$ cat config.mk
export PLATFORM = sky130hd
export DESIGN_NAME = mem_port_arbiter
export DESIGN_NICKNAME = d
export VERILOG_FILES = /design/src/rtl/mem_port_arbiter.sv
export SDC_FILE = /design/constraint.sdc
export NUM_CORES = 1
export LEC_CHECK = 0
export BUFFER_PORTS_ARGS = -buffer_cell sky130_fd_sc_hd__buf_2
export CAP_MARGIN = 20
export CORE_ASPECT_RATIO = 0.8
export CORE_MARGIN = 10
export CORE_UTILIZATION = 25
export DETAILED_ROUTE_END_ITERATION = 12
export HOLD_SLACK_MARGIN = 0.08
export PLACE_DENSITY = 0.56
export SLEW_MARGIN = 0
export SYNTH_ARGS = -nofsm -noshare
export SYNTH_HDL_FRONTEND = slang
export SYNTH_SLANG_ARGS = --single-unit
$ cat constraint.sdc
create_clock -name CLK -period 2.5 [get_ports CLK]
set_clock_uncertainty 0.05 [all_clocks]
set_input_delay 0 -clock CLK [delete_from_list [all_inputs] [get_ports CLK]]
set_output_delay 0 -clock CLK [all_outputs]
set_load 0.01 [all_outputs]
$ cat src/rtl/mem_port_arbiter.sv
// rtl/mem_port_arbiter.sv - two-requester memory port arbiter with MRDY watchdog
// Define ARB_FIXED_PRIO_EN to give port 1 (data side) absolute priority on ties.
module mem_port_arbiter #(
  parameter int AW      = 32,
  parameter int DW      = 32,
  parameter int TIMEOUT = 255
) (
  input  logic          CLK,
  input  logic          RST_N,
  input  logic          REQ0,
  input  logic          REQ1,
  input  logic          WE0,
  input  logic          WE1,
  input  logic [AW-1:0] ADDR0,
  input  logic [AW-1:0] ADDR1,
  input  logic [DW-1:0] WDATA0,
  input  logic [DW-1:0] WDATA1,
  output logic [DW-1:0] RDATA0,
  output logic [DW-1:0] RDATA1,
  output logic          ACK0,
  output logic          ACK1,
  output logic          ERR0,
  output logic          ERR1,
  output logic [AW-1:0] MADDR,
  output logic          MWE,
  output logic [DW-1:0] MWDATA,
  output logic          MSTART,
  input  logic [DW-1:0] MRDATA,
  input  logic          MRDY,
  output logic          BUSY
);

  localparam int CW = $clog2(TIMEOUT + 1);
  localparam logic [CW-1:0] TO_VAL = CW'(TIMEOUT);

  typedef enum logic [1:0] {IDLE, ISSUE, WAIT, DONE} state_t;

  state_t        state_q;
  logic          last_q;
  logic          gnt_q;
  logic [CW-1:0] cnt_q;
  logic [CW-1:0] cnt_d;
  logic [AW-1:0] maddr_q;
  logic [DW-1:0] mwdata_q;
  logic [DW-1:0] rdata0_q;
  logic [DW-1:0] rdata1_q;
  logic          mwe_q;
  logic          mstart_q;
  logic          ack0_q;
  logic          ack1_q;
  logic          err0_q;
  logic          err1_q;
  logic          busy_q;
  logic          pick;

  // pick is only meaningful when at least one REQ is high
  always_comb begin
    pick = 1'b0;
`ifdef ARB_FIXED_PRIO_EN
    pick = REQ1;
`else
    if (REQ0 && REQ1) begin
      pick = ~last_q;
    end else begin
      pick = REQ1;
    end
`endif
  end

  assign cnt_d = cnt_q + CW'(1);

  always_ff @(posedge CLK) begin
    if (!RST_N) begin
      state_q  <= IDLE;
      last_q   <= 1'b1;
      gnt_q    <= 1'b0;
      cnt_q    <= '0;
      maddr_q  <= '0;
      mwdata_q <= '0;
      rdata0_q <= '0;
      rdata1_q <= '0;
      mwe_q    <= 1'b0;
      mstart_q <= 1'b0;
      ack0_q   <= 1'b0;
      ack1_q   <= 1'b0;
      err0_q   <= 1'b0;
      err1_q   <= 1'b0;
      busy_q   <= 1'b0;
    end else begin
      case (state_q)
        IDLE: begin
          if (REQ0 || REQ1) begin
            gnt_q    <= pick;
            maddr_q  <= pick ? ADDR1 : ADDR0;
            mwe_q    <= pick ? WE1 : WE0;
            mwdata_q <= pick ? WDATA1 : WDATA0;
            busy_q   <= 1'b1;
            mstart_q <= 1'b1;
            state_q  <= ISSUE;
          end
        end
        ISSUE: begin
          mstart_q <= 1'b0;
          cnt_q    <= '0;
          state_q  <= WAIT;
        end
        WAIT: begin
          // MRDY takes precedence over a watchdog expiry in the same cycle
          if (MRDY) begin
            if (!mwe_q) begin
              if (gnt_q) begin
                rdata1_q <= MRDATA;
              end else begin
                rdata0_q <= MRDATA;
              end
            end
            ack0_q  <= ~gnt_q;
            ack1_q  <= gnt_q;
            state_q <= DONE;
          end else if (cnt_d == TO_VAL) begin
            ack0_q  <= ~gnt_q;
            ack1_q  <= gnt_q;
            err0_q  <= ~gnt_q;
            err1_q  <= gnt_q;
            state_q <= DONE;
          end else begin
            cnt_q <= cnt_d;
          end
        end
        DONE: begin
          ack0_q  <= 1'b0;
          ack1_q  <= 1'b0;
          err0_q  <= 1'b0;
          err1_q  <= 1'b0;
          mwe_q   <= 1'b0;
          busy_q  <= 1'b0;
          last_q  <= gnt_q;
          state_q <= IDLE;
        end
        default: state_q <= IDLE;
      endcase
    end
  end

  assign RDATA0 = rdata0_q;
  assign RDATA1 = rdata1_q;
  assign ACK0   = ack0_q;
  assign ACK1   = ack1_q;
  assign ERR0   = err0_q;
  assign ERR1   = err1_q;
  assign MADDR  = maddr_q;
  assign MWE    = mwe_q;
  assign MWDATA = mwdata_q;
  assign MSTART = mstart_q;
  assign BUSY   = busy_q;

endmodule

==> results by group, run 1 <==
Synthesis
  • Distinct cell type count after synthesis: 43
  • Count leader, synth: nand2_1
  • Post-Syn Area: 0.006141 mm2
  • EDFF count, synth: 0
  • Share of the synthesized area in the top cell type: 47.92%
  • Syn avg cell area: 8.541 um2
  • Top_reg_cell synth: dfxtp_1
  • Flops & latches, synth: 147
  • Largest cells by area after synthesis: dfxtp_1 (48%), mux2i_1 (11%), nand2_1 (9.2%)
  • Post-Syn Instances: 719
  • Syn Nets: 893
  • Biggest area consumer among synthesized cells: dfxtp_1
  • Yosys warns: 0
  • Synth top cells by count: nand2_1 (150), dfxtp_1 (147), nor2_1 (73)
  • Register area share after synthesis: 47.92%
  • Asr flop ratio synth: 0%

GRT
  • Congestion Overflow GR: 0
  • First-pass GRT wire length: 37770 um
  • Vias in the first global route: 7135
  • Initial antenna violation count: 2
  • Largest net degree at the start of global routing: 63
  • Gr usage total: 14.57%

Clock network
  • CTS tree: done
  • CTS sink count: 147
  • Clock tree root driver cell: clkbuf_16
  • H-tree levels: 4
  • Skew-Pair Late Insertion Delay: 0.42 ns
  • Clock-pin slew on the worst setup and hold paths: 0.07 ns
  • Clock Tree Buf Depth: 2
  • Setup Fix Bufs, Post-CTS: 0
  • Num CTS Buffers: 17

Floorplan
  • Die area: 0.03127 mm2
  • IO Count: 302
  • Core box area: 0.02425 mm2
  • Row count: 51
  • Chip width: 195.2 um
  • Initial Utilization: 25.33%
  • Die H: 160.2 um

Route
  • Post-DR wirelength/cell: 15.67 um
  • Starting DRC count in detailed routing: 289
  • DR DRC count: 0
  • WL final: 23580 um
  • TritonRoute pass-1 iters: 4
  • Routed vias/inst: 4.482
  • Detailed-route via count: 6746
  • Number of nets with antenna violations after routing: 0

Timing
  • Actual slew at the worst max-slew pin: 0.6937 ns
  • Rel. slew slack: 53.75%
  • Peak Freq: 440.5 MHz
  • Setup TNS: 0 ns
  • Final Cycle Share: 90.81%
  • Slew Viols, Final: 0
  • Setup-failing EPs final: 0
  • Hold Vio Cnt, Final: 0
  • Tmin final: 2.270 ns
  • Unrepaired setup endpoints after global routing: no

Layout
  • Post-route cell area: 0.01042 mm2
  • Nets: 1346
  • Share of cells above drive strength 1: 30.80%
  • Area added between synthesis and finish: 69.60%
  • Finished Core Util: 42.95%

Pwr
  • IR drop worst, VDD: 447.1 uV
  • Pint: 5700 uW
  • Net switching power: 2859 uW
  • P_leak: 0.004557 uW
  • Clk pwr share: 32.3%
  • Comb power frac: 31.6%
  • Switching Share: 33.40%
  • Flop pwr share: 36.1%
  • Power density cells: 821.8 mW/mm2

Critical path
  • Critical Path RT: 2.72 ns
  • RR Startpoint: last_q
  • R2R setup slack: 0.23 ns
  • Worst reg2reg path depth: 5
  • Kind of critical path: flop to flop
  • WP data arrival: 2.49 ns
  • Crit path launch type: flop
  • CP endpoint kind: flop
  • CP Max Fanout: 26
  • Reg2reg end: MWDATA[8]

Run
  • Number of max-cap violations: 0

Placed design
  • Post-Place Cell Area: 0.008118 mm2
  • DP HPWL: 15840 um
  • IO buf count: 301
  • GP Congestion: 0.7429

Outcome
  • Outcome: completed

Worst hold path
  • Hold crit path type: primary input to flop
  • Hold Crit Depth: 4
  • Hold path startpoint: MRDATA[18]
  • Hold EP: RDATA0[18]
## flip-flops by register name, indices dropped and copies added (netlist names)
| register | count |
|---|---|
| ACK0 | 1 |
| ACK1 | 1 |
| gnt_q | 1 |
| MWE | 1 |
| ERR0 | 1 |
| MWDATA | 32 |
| BUSY | 1 |
| MADDR | 32 |
| last_q | 1 |
| ERR1 | 1 |
| RDATA1 | 32 |
| RDATA0 | 32 |
| MSTART | 1 |
| cnt_q | 8 |
| state_q | 2 |
## what timing repair did
action	in CTS	in global routing
resized for setup	0	0
hold buffers	167	0
endpoints found under the hold margin	146	0
## through the flow
step | hold slack [ns] | cells | setup slack, ns | total power (uW)
6_report | 0.3257 | 1505 | 0.2297 | 8559
2_1_floorplan | 0.08598 | 719 | 0.5448 | 4428
3_3_place_gp | 0.2037 | 1304 | 0.3179 | 5566
3_5_place_dp | 0.2080 | 1304 | 0.2816 | 5593
5_1_grt | 0.3322 | 1505 | 0.06515 | 9100
4_1_cts | 0.3027 | 1503 | 0.2040 | 8677
## layer usage
metal / wire, um / global-route usage (%) / up-vias
met4: 249 / 3.569 / 0
met2: 12030 / 25.98 / 179
met3: 1587 / 5.085 / 17
met1: 9707 / 16.16 / 3129
li1: - / - / 3421
met5: 0 / 0 / -
## how the worst max path moves through the flow
stage	startpoint	to	slack, ns
3_3_place_gp	cnt_q[1]	ERR1	0.32
5_1_grt	cnt_q[0]	cnt_q[6]	0.07
2_1_floorplan	cnt_q[0]	cnt_q[3]	0.54
3_5_place_dp	cnt_q[1]	ERR1	0.28
6_report	last_q	MWDATA[8]	0.23
4_1_cts	last_q	MWDATA[16]	0.20
## power groups by stage
stage	Clock [uW]	Sequential, uW	Combinational (uW)
after global routing	2950	3150	3000
after detailed placement	0	3130	2460
after CTS	2860	3090	2730
final	2760	3090	2710
after global placement	0	3110	2460
after floorplan	0	3340	1090
## worst max-delay path, cell delays in order (launching register included)
cell and delay [ns]:
dfxtp_1 0.34, a21boi_4 0.53, buf_12 0.29, mux2i_1 0.24
dlygate4sd3_1 0.58, a211oi_1 0.07
## cells by family after synthesis
family                     after synthesis  share of synthesized area (%)
DFF                                    147                          47.92
and+or+nand+nor                        265                          17.85
buffers and inverters                   63                          3.973
AOI/OAI and AO/OA                      169                          17.77
muxes                                   67                          10.92
xor gates and xnor gates                 1                         0.1427
adders and majority gates                7                          1.426
## placed cells by master (no fill, tap or decap), types with 2 or more instances in the layout
cell type,instances
mux2i_1,67
inv_6,5
a21oi_1,71
o32ai_1,2
dlygate4sd3_1,167
buf_12,7
o2111ai_1,3
ha_1,7
o221ai_1,5
a31oi_1,2
inv_1,3
nor2_1,73
nand2_1,150
clkbuf_16,17
nand4_1,4
or3_1,3
o21ai_0,5
o211ai_1,7
a211o_1,2
nor2b_1,4
inv_8,3
bufinv_16,3
or2_2,2
diode_2,2
buf_2,301
clkinvlp_4,2
buf_4,18
nand2b_1,3
nor3_1,6
and2_1,4
dfxtp_1,147
nand3_1,7
a211oi_1,65
## cell type report
class / count / area [um2]
Fill cell: 2346 / 13830
Clock buffer: 18 / 429.2
Clock inverter: 14 / 191.4
Antenna cell: 2 / 5.005
Timing Repair Buffer: 493 / 3453
Multi-Input combinational cell: 509 / 2978
Sequential cell: 147 / 2943
Inverter: 4 / 17.52
Tap cell: 318 / 397.9
(Power assumes the default switching activity.)
==> inputs of run 2 (changes only) <==
--- a/config.mk
+++ b/config.mk
@@ -12,7 +12,8 @@
 export CORE_UTILIZATION = 25
 export DETAILED_ROUTE_END_ITERATION = 12
 export HOLD_SLACK_MARGIN = 0.08
-export PLACE_DENSITY = 0.56
+export MAX_ROUTING_LAYER = met4
+export PLACE_DENSITY_LB_ADDON = 0.2
 export SLEW_MARGIN = 0
 export SYNTH_ARGS = -nofsm -noshare
 export SYNTH_HDL_FRONTEND = slang
==> run 2 against run 1 <==
Via count decreased by 1.7%; flip-flop and latch count unchanged; power is 3.0% lower; setup slack gained 0.083 ns; sequential power hardly changed; combinational power down 3%; critical path depth stayed put; critical path type unchanged; largest power group unchanged.
==> results by group, run 2 (synthesis gave the netlist of run 1 again) <==
Outcome
  • Outcome: completed

Clock network
  • CTS sink count: 147
  • Clock-pin slew on the worst setup and hold paths: 0.08 ns
  • Clock tree root driver cell: clkbuf_16
  • Clock Tree Buf Depth: 2
  • Num CTS Buffers: 17
  • H-tree levels: 4
  • Setup Fix Bufs, Post-CTS: 0
  • Skew-Pair Late Insertion Delay: 0.41 ns
  • # resized after CTS: 0
  • CTS tree: done

Placed design
  • GP Congestion: 0.7704
  • IO buf count: 301
  • DP HPWL: 16290 um

Timing
  • Peak Freq: 457.2 MHz
  • Hold Vio Cnt, Final: 0
  • Unrepaired setup endpoints after global routing: no
  • Tmin final: 2.187 ns
  • Rel. slew slack: 61.88%
  • Setup-failing EPs final: 0
  • Actual slew at the worst max-slew pin: 0.5719 ns
  • Final Cycle Share: 87.50%
  • Setup TNS: 0 ns
  • Slew Viols, Final: 0

Layout
  • Most common cell after layout, fill and taps aside: buf_2
  • Most frequent cells in the layout: buf_2 (301), dlygate4sd3_1 (167), nand2_1 (150)
  • Nets: 1341
  • Share of cells above drive strength 1: 30.59%
  • Diode count: 0
  • Area added between synthesis and finish: 68.03%
  • # fillers: 2450

Critical path
  • WP data arrival: 2.48 ns
  • Critical Path RT: 2.79 ns
  • Crit path cell chain: nand3_2 -> or3_1 -> a211o_1 -> or4b_1 -> a21oi_1
  • Crit path launch type: flop
  • CP endpoint kind: flop
  • CP Max Fanout: 8
  • Slowest stage cell, crit path: or4b_1
  • Kind of critical path: flop to flop
  • CP max stage delay: 0.49 ns

Pwr
  • IR drop worst, VDD: 359.5 uV
  • Power density cells: 804.3 mW/mm2
  • P_leak: 0.004507 uW
  • Net switching power: 2839 uW
  • Clk pwr share: 31.3%
  • Comb power frac: 31.6%
  • Switching Share: 34.21%
  • Pint: 5461 uW
  • Pwr Total: 8300 uW
  • Flop pwr share: 37.1%

Route
  • Number of nets with antenna violations after routing: 0
  • DR DRC count: 0
  • Starting DRC count in detailed routing: 297
  • Routed vias/inst: 4.427
  • TritonRoute pass-1 iters: 4
  • Detailed-route via count: 6631
  • Post-DR wirelength/cell: 15.66 um
  • WL final: 23460 um

Floorplan
  • Die H: 160.2 um
  • Row count: 51
  • IO Count: 302
  • Core box area: 0.02425 mm2
  • Chip width: 195.2 um
  • Die area: 0.03127 mm2
  • Initial Utilization: 25.33%

GRT
  • Gr usage total: 14.80%
  • Vias in the first global route: 6841
  • First-pass GRT wire length: 37140 um
  • Congestion Overflow GR: 0
  • Initial antenna violation count: 0
  • Largest net degree at the start of global routing: 67

Worst hold path
  • Hold crit path type: primary input to flop

Run
  • Number of max-cap violations: 0
[run 2: cell count changes in the layout (fill, tap and decap cells not counted), sizes merged]
cell	delta
buf	-5
inv	-1
diode	-2
bufinv	-2
clkinvlp	+1
clkinv	+2
[run 2: power groups by stage]
stage / sequential (uW) / combinational, uW / clock [uW]
floorplan: 3340 / 1090 / 0
global placement: 3120 / 2380 / 0
detailed placement: 3130 / 2390 / 0
CTS: 3080 / 2650 / 2690
global route: 3140 / 2900 / 2780
finish: 3080 / 2620 / 2600
[run 2: worst paths after layout]
check | startpoint | endpoint | slack (ns) | depth (start not counted)
worst max-delay path | cnt_q[1] | ERR0 | 0.31 | 5
worst min-delay path | MRDATA[19] | RDATA1[19] | 0.31 | 4
worst min register to register | RDATA1[3] | RDATA1[3] | 0.40 | 2
worst max register to register | cnt_q[1] | ERR0 | 0.31 | 5
[run 2: layout make-up]
class	instances	area, um2	area share [%]
clock inverter	14	165.2	1.601
timing repair buffer	488	3378	32.74
multi-input combinational	509	2978	28.86
inverter	4	17.52	0.1698
sequential	147	2943	28.52
clock buffer	18	439.2	4.256
tap	318	397.9	3.856
[run 2: metal layers]
metal  track usage [%]  routed length, um  vias to the layer above
met5                 -                  0                        -
li1                  -                  -                     3419
met1             17.27              10370                     3035
met2             24.83              11580                      165
met3             4.352               1336                       12
met4             2.911                177                        0
[run 2: critical path, delay by kind of cell (launching register included)]
family | cells | cell delay [ns]
flip-flops | 1 | 0.43
AND/OR/NAND/NOR | 3 | 1.08
AO/OA/AOI/OAI | 2 | 0.56
[run 2: per-stage QoR]
stage                     instances  hold slack [ns]  util, %  setup WS [ns]  area (um2)
final                          1498           0.3118    42.55         0.3125       10320
after global routing           1498           0.3181    42.55         0.1549       10320
after CTS                      1498           0.2921    42.55         0.3243       10320
after detailed placement       1299           0.2088    33.17         0.3569        8043
after global placement         1299           0.2053    33.17         0.3886        8043
after floorplan                 719          0.08598        -         0.5448        6141
[run 2: what timing repair did]
| action | CTS | global route |
|---|---|---|
| endpoints found under the hold margin | 146 | 0 |
| hold buffers | 167 | 0 |
| endpoints found under the setup margin | 0 | 0 |
